==> src/rtl/ti_share_stage_reg.sv <==
// ti_share_stage_reg: registered share boundary between two TI S-box layers.
// The block takes a 3-share triple and can remask it with fresh randomness.
// It holds up to two triples in a skid FIFO.
// The head entry drives the outputs straight from flops, so downstream
// coordinate functions never see glitches that originate upstream.
module ti_share_stage_reg #(
    parameter int W       = 4,
    parameter bit REFRESH = 1'b1
) (
    input  logic           clk,
    input  logic           rst,
    input  logic           in_valid,
    output logic           in_ready,
    input  logic [W-1:0]   in_s0,
    input  logic [W-1:0]   in_s1,
    input  logic [W-1:0]   in_s2,
    input  logic [2*W-1:0] rnd,
    output logic           out_valid,
    input  logic           out_ready,
    output logic [W-1:0]   out_s0,
    output logic [W-1:0]   out_s1,
    output logic [W-1:0]   out_s2,
    output logic [1:0]     occ
);

    typedef struct packed {
        logic [W-1:0] s0;
        logic [W-1:0] s1;
        logic [W-1:0] s2;
    } triple_t;

    triple_t    mem [2];
    triple_t    wr_t;
    logic       hd;
    logic [1:0] cnt;
    logic       push, pop, wr_idx;
    logic [W-1:0] r0, r1;

    assign r0 = rnd[W-1:0];
    assign r1 = rnd[2*W-1:W];

    // Remask each share independently; shares are never combined with each other.
    always_comb begin
        wr_t = '{s0: in_s0, s1: in_s1, s2: in_s2};
        if (REFRESH) begin
            wr_t.s0 = in_s0 ^ r0;
            wr_t.s1 = in_s1 ^ r1;
            wr_t.s2 = in_s2 ^ r0 ^ r1;
        end
    end

    // Ready depends only on the registered count; it is held low while rst is high.
    assign in_ready  = ~rst & ~cnt[1];
    assign out_valid = (cnt != 2'd0);
    assign push      = in_valid & in_ready;
    assign pop       = out_valid & out_ready;
    // The new entry goes at the head when the FIFO is empty, otherwise in the slot behind the head.
    assign wr_idx    = hd ^ (cnt == 2'd1);

    // Storage, head pointer and count.
    always_ff @(posedge clk) begin
        if (rst) begin
            for (int i = 0; i < 2; i++) mem[i] <= '0;
            hd  <= 1'b0;
            cnt <= 2'd0;
        end else begin
            if (push) mem[wr_idx] <= wr_t;
            if (pop)  hd <= ~hd;
            case ({push, pop})
                2'b10:   cnt <= cnt + 2'd1;
                2'b01:   cnt <= cnt - 2'd1;
                default: cnt <= cnt;
            endcase
        end
    end

    // The head flops feed the outputs directly and act as the glitch barrier.
    assign out_s0 = mem[hd].s0;
    assign out_s1 = mem[hd].s1;
    assign out_s2 = mem[hd].s2;
    assign occ    = cnt;

endmodule

==> config.mk <==
export PLATFORM = sky130hd
export DESIGN_NAME = ti_share_stage_reg
export DESIGN_NICKNAME = d
export VERILOG_FILES = /design/src/rtl/ti_share_stage_reg.sv
export SDC_FILE = /design/constraint.sdc
export NUM_CORES = 1
export LEC_CHECK = 0
export BUFFER_PORTS_ARGS = -buffer_cell sky130_fd_sc_hd__buf_4
export CORE_ASPECT_RATIO = 2
export CORE_MARGIN = 8
export CORE_UTILIZATION = 40
export CTS_BUF_LIST = sky130_fd_sc_hd__clkbuf_2 sky130_fd_sc_hd__clkbuf_4 sky130_fd_sc_hd__clkbuf_8
export DETAILED_ROUTE_END_ITERATION = 8
export GPL_TIMING_DRIVEN = 0
export PLACE_DENSITY = 0.64
export RECOVER_POWER = 100
export SYNTH_ARGS = -nofsm -noshare
export SYNTH_HDL_FRONTEND = slang
export SYNTH_SLANG_ARGS = --single-unit
==> constraint.sdc <==
create_clock -name clk -period 5.4 [get_ports clk]
set_clock_uncertainty 0.05 [all_clocks]
set_input_delay 0.27 -clock clk [delete_from_list [all_inputs] [get_ports clk]]
set_output_delay 0.27 -clock clk [all_outputs]
set_load 0.02 [all_outputs]
==> impl_metrics.toml, run 1 <==
[clocking]
cts.sinks = 28
clk_pin_slew_ps = 90
clkLatencyLatePin_ps = 270
cts_root_buf = "clkbuf_8"
cts_tree = "built"
cts_hold_buf = 0
cts.repair.resized = 0
cts_setup_buffers = 0
h-tree-depth = 1
clockBufferDepth = 2
cts_buffers = 3

[pwr]
p_comb_share_pct = 39.5
vdd_drop_max_v = 0.000242
switching_share_pct = 35.4
powerDensity_nw_per_um2 = 421
leakage_nw = 0.649
power_frac_clock_pct = 16.1
seq_power_share_pct = 44.4
power_switching_mw = 0.245
p_int_mw = 0.447

[floorplan]
core_area_um2 = 3340
dieHeight_um = 98.6
fp.dieW_um = 57.3
dieArea_um2 = 5650
fp-row-count = 30
pin_count = 40
start_util_pct = 40.8

[setup_path]
start_kind = "flop"
cp.required_ps = 5080
path_cells = "clkbuf_1, mux2_2, clkbuf_1"
cp_data_arrival_time_ps = 1670
slowest_stage = "clkbuf_1"
cp-end-kind = "output pin"
crit_fanout = 10
cp_slowest_stage_delay_ps = 450
crit_type = "flop to output pin"
crit_family = "buffers and inverters"
path_common_cell = "clkbuf_1"
path_buf_inv = 2

[routing]
post_drt_wl_per_cell_um = 14.8
vias = 888
ant_nets = 0
first_pass_iters = 4
via_per_inst = 4.96
wl_um = 2650
drc = 0
drtIter0Drc = 12

[placement]
place_congestion = 0.671
port_buffers = 39
numPlacedInstances = 176
dpl_cell_area_um2 = 1700
dp_slack_ps = 3430
dp_hpwl_um = 2090

[synth]
async_flop_share_pct = 0
synth_cells = 105
synth.distinct_cells = 17
yosys.area.top_type = "edfxtp_1"
synth_fp_nets = 132
synth.most_common_cell = "nor2_1"
ys_seq_elements = 28
synth_warnings = 0
yosysTopAreaCellShare_pct = 52.8
synth_edf_count = 24
synthTopCellsByArea = "edfxtp_1, mux2_2, xnor2_1"
synth_top_flop_cell = "edfxtp_1"
ys_seq_area_share_pct = 58.7
netlist_area_um2 = 1360
synth_common_cells = "nor2_1, edfxtp_1, xnor2_1"
syn_avg_cell_area_um2 = 13.0

[timing]
final-hold-violation-count = 0
setup_tns_ps = 0
setup_viol_count_final = 0
post-route-period-util_pct = 36.8
fin_ws_ps = 3410
slew_viol_final = 0
rsz0062_at_grt = "no"
min_period_ps = 1990
slew_headroom_pct = 58.3
tightest_slew_ps = 626
fmax_ghz = 0.503

[grt]
gr-total-overflow = 0
grt_max_degree = 15
grt_pass1_vias = 1000
antenna_found_initial = 0
grt.total_usage_pct = 9.61
grt_pass1_wl_um = 4240

[finish]
syn_to_final_growth_pct = 20.6
num_antenna_cells = 0
layout-drive-gt1-share_pct = 27.2
fillers = 324
multi_input_area_um2 = 499
final_area_um2 = 1640
instances_no_fill = 179
seqCellArea_um2 = 801
nets = 176

[flow_run]
drv_cap = 0

[run_status]
status = "complete, no violations"

[worst_hold_path]
hold_path_class = "primary input to flop"
-- placed cells by master (no fill, tap or decap) --
cell type / netlist / routed
nor2_1: 28 / 29
nand3b_1: 0 / 1
inv_1: 3 / 3
edfxtp_1: 24 / 24
xnor2_1: 14 / 14
ha_1: 3 / 3
xor2_1: 6 / 6
dfxtp_1: 4 / 4
mux2_2: 12 / 12
nor2b_1: 1 / 1
nand2_1: 1 / 1
nand2b_1: 2 / 2
buf_4: 0 / 25
nand3_1: 0 / 1
a211oi_1: 1 / 1
clkbuf_8: 0 / 3
clkbuf_1: 0 / 17
-- cells by family after synthesis --
group           Yosys count  synth area share, %
simple gates             35                 12.4
xor+xnor                 20                 12.8
fa+ha+maj                 3                 2.75
flops                    28                 58.7
compound gates            1                0.551
mux                      12                 9.91
buf+inv                   6                 2.84
-- layer usage --
layer,wire length [um],global-route usage [%],up-vias,share of wire [%]
li1,-,-,438,-
met1,892,7.45,423,34
met2,1590,20.1,23,60
met3,129,2.48,4,4.9
met4,38,4.09,0,1.4
met5,0,0,-,0
-- cell type report --
| class | count | area share (%) |
|---|---|---|
| sequential | 28 | 48.7 |
| multi-input combinational | 71 | 30.4 |
| timing repair buffer | 39 | 14.6 |
| clock buffer | 3 | 2.51 |
| tap | 32 | 2.44 |
| buffer | 3 | 0.685 |
| inverter | 3 | 0.685 |
-- sequential cells by signal, summed over array words and instances (netlist names), named ones only --
register and flops:
hd 1, occ 2, mem 24
-- final timing paths --
| check | startpoint | end | slack [ps] | cells past startpoint |
|---|---|---|---|---|
| max | flop | out_s0[1] | 3410 | 3 |
| min | rst | hd | 160 | 2 |
| max reg2reg | occ[1] | mem[1][10] | 3440 | 5 |
| min reg2reg | occ[1] | occ[1] | 500 | 2 |
-- through the flow --
stage          hold slack, ps  total power, mW  util [%]
2_1_floorplan             292            0.522         -
4_1_cts                   180            0.749      52.0
3_3_place_gp              460            0.637      50.8
5_1_grt                   151            0.733      49.2
6_report                  157            0.692      49.2
3_5_place_dp              473            0.643      50.8
-- power groups by stage --
| stage | sequential (mW) | combinational, mW | clock [mW] |
|---|---|---|---|
| floorplan | 0.316 | 0.206 | 0 |
| global placement | 0.312 | 0.325 | 0 |
| detailed placement | 0.315 | 0.328 | 0 |
| CTS | 0.310 | 0.329 | 0.109 |
| global route | 0.313 | 0.302 | 0.118 |
| finish | 0.307 | 0.273 | 0.112 |
(Power assumes the default switching activity.)
==> run 2, diff against run 1 <==
Clock period 5.4 ns to 2.05 ns, I/O delays scaled along.
==> run 2 against run 1 <==
  * The flow now finishes with violations (negative hold slack)
  * Critical path depth increased by 2
  * Hold slack got worse by 160 ps
  * Count of clock-buffer cells in the layout unchanged
  * Total power grew to 2.7 times the previous value
  * Critical endpoint is now mem[0][0]
  * Highest routed layer unchanged
==> impl_metrics.toml, run 2 (synthesis gave the netlist of run 1 again) <==
[timing]
final-hold-violation-count = 3
min_period_ps = 1910
slew_viol_final = 0
holdWs_ps = -7.92
tightest_slew_ps = 629
rsz0062_at_grt = "no"
fmax_ghz = 0.523
slew_headroom_pct = 58.0
setup_tns_ps = 0
setup_viol_count_final = 0
post-route-period-util_pct = 93.2

[clocking]
cts_setup_buffers = 0
clockBufferDepth = 2
cts_hold_buf = 0
clkLatencyLatePin_ps = 260
h-tree-depth = 1
cts_root_buf = "clkbuf_8"
clk_pin_slew_ps = 90
cts_buffers = 3
cts_tree = "built"
cts.sinks = 28

[run_status]
violations = "negative hold slack"
status = "finished, violations left"

[floorplan]
fp-row-count = 30
pin_count = 40
core_area_um2 = 3340
start_util_pct = 40.8
fp.dieW_um = 57.3
dieHeight_um = 98.6
dieArea_um2 = 5650

[setup_path]
crit_type = "flop to flop"
cp-end-kind = "flop"
crit_fanout = 12
start_kind = "flop"
critPathLaunch = "occ[1]"
r2r-start = "occ[1]"
cp_data_arrival_time_ps = 1770
cp.required_ps = 1910

[grt]
antenna_found_initial = 0
grt_pass1_wl_um = 4240
gr-total-overflow = 0
grt.total_usage_pct = 9.61
grt_max_degree = 15
grt_pass1_vias = 1000

[routing]
via_per_inst = 4.92
ant_nets = 0
drc = 0
wl_um = 2630
first_pass_iters = 3
post_drt_wl_per_cell_um = 14.7
drtIter0Drc = 12
vias = 881

[pwr]
vdd_drop_max_v = 0.000666
power.total_mw = 1.85
powerDensity_nw_per_um2 = 1110
leakage_nw = 0.692

[finish]
largest_reg_flops = 24
syn_to_final_growth_pct = 22.3
multi_input_area_um2 = 512
fillers = 323
top_register = "mem"
final_common_cell = "nor2_1"
layout-drive-gt1-share_pct = 34.0
nets = 176
seqCellArea_um2 = 801
num_antenna_cells = 0
layout_common_cells = "nor2_1, buf_4, edfxtp_1, xnor2_1, mux2_2"

[worst_hold_path]
holdCritStartpoint = "rst"
hold_path_class = "primary input to flop"

[flow_run]
drv_cap = 0

[placement]
place_congestion = 0.671
dp_hpwl_um = 2090
port_buffers = 39
run 2: cell counts in the layout (fill, tap and decap cells not counted):
Identical to the previous run, type by type.
run 2: layout make-up:
class	instances	area share [%]
clock buffer	3	2.48
inverter	3	0.675
sequential	28	48.0
multi-input combinational	71	30.7
timing repair buffer	39	15.1
tap	32	2.40
buffer	3	0.675
run 2: layer usage:
layer	GRT usage (%)	part of all wire [%]	vias up	wire length, um
met5	0	0	-	0
met4	4.09	0.68	0	18
met3	2.48	4.2	2	111
met2	20.1	60	18	1590
met1	7.45	35	423	913
li1	-	-	438	-
run 2: critical path: stages (launching register included):
cell and delay (ps):
dfxtp_1 370, inv_1 90, ha_1 190, xnor2_1 170
nand3_1 170, nand2b_1 510
run 2: timing repair:
action	CTS	global route
setup endpoints to repair	0	12
gates resized for setup	0	1
endpoints found under the hold margin	0	0
run 2: final timing paths:
check        depth (start not counted)  slack, ps        end
min                                  2         -8         hd
max                                  5        140  mem[0][0]
min reg2reg                          2        500     occ[1]
max reg2reg                          5        140  mem[0][0]
run 2: report_power, final:
| part | leakage, nW | total (mW) | internal, mW | switching, mW |
|---|---|---|---|---|
| Combinational | 0.387 | 0.750 | 0.311 | 0.439 |
| Clock | 0.0216 | 0.286 | 0.132 | 0.154 |
| Sequential | 0.284 | 0.809 | 0.761 | 0.0484 |
run 2: stage by stage:
step                setup WS (ps)  instances  area (um^2)  hold slack (ps)  utilization [%]
finish                        139        179         1670            -7.92             49.9
global route                 21.7        179         1670            -17.1             49.9
CTS                          60.0        179         1740             12.8             52.0
detailed placement           80.4        176         1700              305             50.8
global placement              105        176         1700              293             50.8
floorplan                     184        105         1360              125                -
==> run 3, diff against run 2 <==
Settings changed: REMOVE_ABC_BUFFERS from default to 1.
==> run 3 against run 2 <==
  * The run now ends clean
  * Sequential cell count did not move
  * Design area increased by 1.9%
  * Total power rose by 7.9%
  * Maximum frequency grew 1.2%
  * Utilization increased by 0.94 points
  * Final cell count decreased by 0.56%
  * Sequential share of layout area is 0.88 points lower
  * Clock power grew 54%
  * First-iteration DRC count up 42%
  * Via count stayed put
  * Worst setup slack improved by 23 ps
  * Die area is the same
  * Critical path type unchanged
  * Critical endpoint is now mem[0][10]
==> impl_metrics.toml, run 3 (synthesis gave the netlist of run 1 again) <==
[clocking]
cts.sinks = 28
clkLatencyLatePin_ps = 280
clk_pin_slew_ps = 100
clockBufferDepth = 2
h-tree-depth = 1
cts_setup_buffers = 0
cts_buffers = 3
cts_root_buf = "clkbuf_8"
cts_tree = "built"

[finish]
num_antenna_cells = 0
nets = 174
top_register = "mem"
seqCellArea_um2 = 801
multi_input_area_um2 = 529
largest_reg_flops = 24
layout-drive-gt1-share_pct = 30.1
fillers = 309
instances_no_fill = 178
syn_to_final_growth_pct = 24.6
layout_common_cells = "nor2_1, buf_4, edfxtp_1, clkbuf_1, xnor2_1"
final_area_um2 = 1700
final_common_cell = "nor2_1"

[setup_path]
cp-end-kind = "flop"
start_kind = "flop"
rrSetupSlack_ps = 160
worstRegToRegCells = 5
cp.required_ps = 1950
path_buf_inv = 1
crit_family = "simple AND/OR/NAND/NOR gates"
r2r-end = "mem[0][10]"
cp_data_arrival_time_ps = 1790
path_cells = "inv_1, ha_1, xnor2_1, nand3_4, nand2b_2"
cp_slowest_stage_delay_ps = 370
crit_fanout = 13
slowest_stage = "dfxtp_1"
r2r-start = "occ[1]"
crit_type = "flop to flop"

[timing]
fmax_ghz = 0.530
final-hold-violation-count = 0
setup_tns_ps = 0
setup_viol_count_final = 0
tightest_slew_ps = 545
min_period_ps = 1890
rsz0062_at_grt = "no"
post-route-period-util_pct = 92.1
slew_headroom_pct = 63.6
slew_viol_final = 0
fin_ws_ps = 162

[floorplan]
core_area_um2 = 3340
fp-row-count = 30
fp.dieW_um = 57.3
dieArea_um2 = 5650
dieHeight_um = 98.6
pin_count = 40
start_util_pct = 40.8

[worst_hold_path]
hold_depth = 3
holdCritStartpoint = "in_s0[3]"
whs_endpoint = "mem[1][11]"
hold_path_class = "primary input to flop"

[routing]
vias = 881
ant_nets = 0
post_drt_wl_per_cell_um = 15.3
via_per_inst = 4.95
wl_um = 2730
drc = 0
first_pass_iters = 4
drtIter0Drc = 17

[pwr]
p_int_mw = 1.31
leakage_nw = 0.677
switching_share_pct = 34.1
power_switching_mw = 0.679
vdd_drop_max_v = 0.000707
p_comb_share_pct = 36.1
power_frac_clock_pct = 22.1
seq_power_share_pct = 41.7
powerDensity_nw_per_um2 = 1170

[run_status]
status = "complete, no violations"

[grt]
antenna_found_initial = 0
grt_pass1_vias = 962
grt_pass1_wl_um = 4220
grt_max_degree = 17
grt.total_usage_pct = 9.73
gr-total-overflow = 0

[placement]
dp_hpwl_um = 2070
numPlacedInstances = 173
dp_slack_ps = -214
port_buffers = 39
place_congestion = 0.639
dpl_cell_area_um2 = 1670

[flow_run]
drv_cap = 0
==> run 3: cell types whose count changed in the layout (fill, tap and decap cells not counted), moves of 2 or more <==
| cell | delta |
|---|---|
| clkbuf_1 | +7 |
| nand2b_1 | -2 |
| clkbuf_2 | -9 |
| nand2b_2 | +2 |
==> run 3: final cells by class <==
type	instances	area share, %
timing repair buffer	40	14.5
multi-input combinational	71	31.1
clock buffer	3	2.43
inverter	3	0.663
clock inverter	1	1.77
tap	32	2.36
sequential	28	47.1
==> run 3: worst max path at each step <==
stage               cells past startpoint  startpoint  slack (ps)         end
floorplan                               5      occ[1]          70   mem[0][0]
global placement                        5      occ[1]        -170   mem[0][9]
detailed placement                      5      occ[1]        -210   mem[0][9]
CTS                                     5      occ[1]          70  mem[0][10]
global route                            5      occ[1]          30   mem[0][1]
finish                                  5      occ[1]         160  mem[0][10]
==> run 3: per-stage QoR <==
stage	hold WS [ps]	util (%)	total power [mW]
2_1_floorplan	125	-	1.35
3_3_place_gp	284	50.0	1.65
3_5_place_dp	290	50.0	1.67
4_1_cts	107	52.7	2.10
5_1_grt	117	50.9	2.09
6_report	103	50.9	1.99
==> run 3: routing by layer <==
layer	routed length, um	vias up	track usage (%)	part of all wire [%]
li1	-	434	-	-
met1	963	425	8.35	35
met2	1590	20	19.2	58
met3	143	2	2.61	5.2
met4	31	0	4.67	1.1
met5	0	-	0	0
==> run 3: tightest hold or removal path, delay by kind of cell <==
family                 cells  cell delay, ps
XOR/XNOR                   1              60
AND/OR/NAND/NOR            1              80
buffers and inverters      1              80
==> run 3: power by group through the flow <==
stage	clock network, mW	logic (mW)	registers, mW
floorplan	0	0.500	0.849
global placement	0	0.802	0.847
detailed placement	0	0.815	0.854
CTS	0.434	0.826	0.840
global route	0.456	0.789	0.845
finish	0.441	0.719	0.831
==> run 3: timing repair <==
action	4_1_cts	5_1_grt
setup endpoints to repair	24	12
gates resized for setup	3	1
hold buffers	1	0
endpoints found under the hold margin	3	0
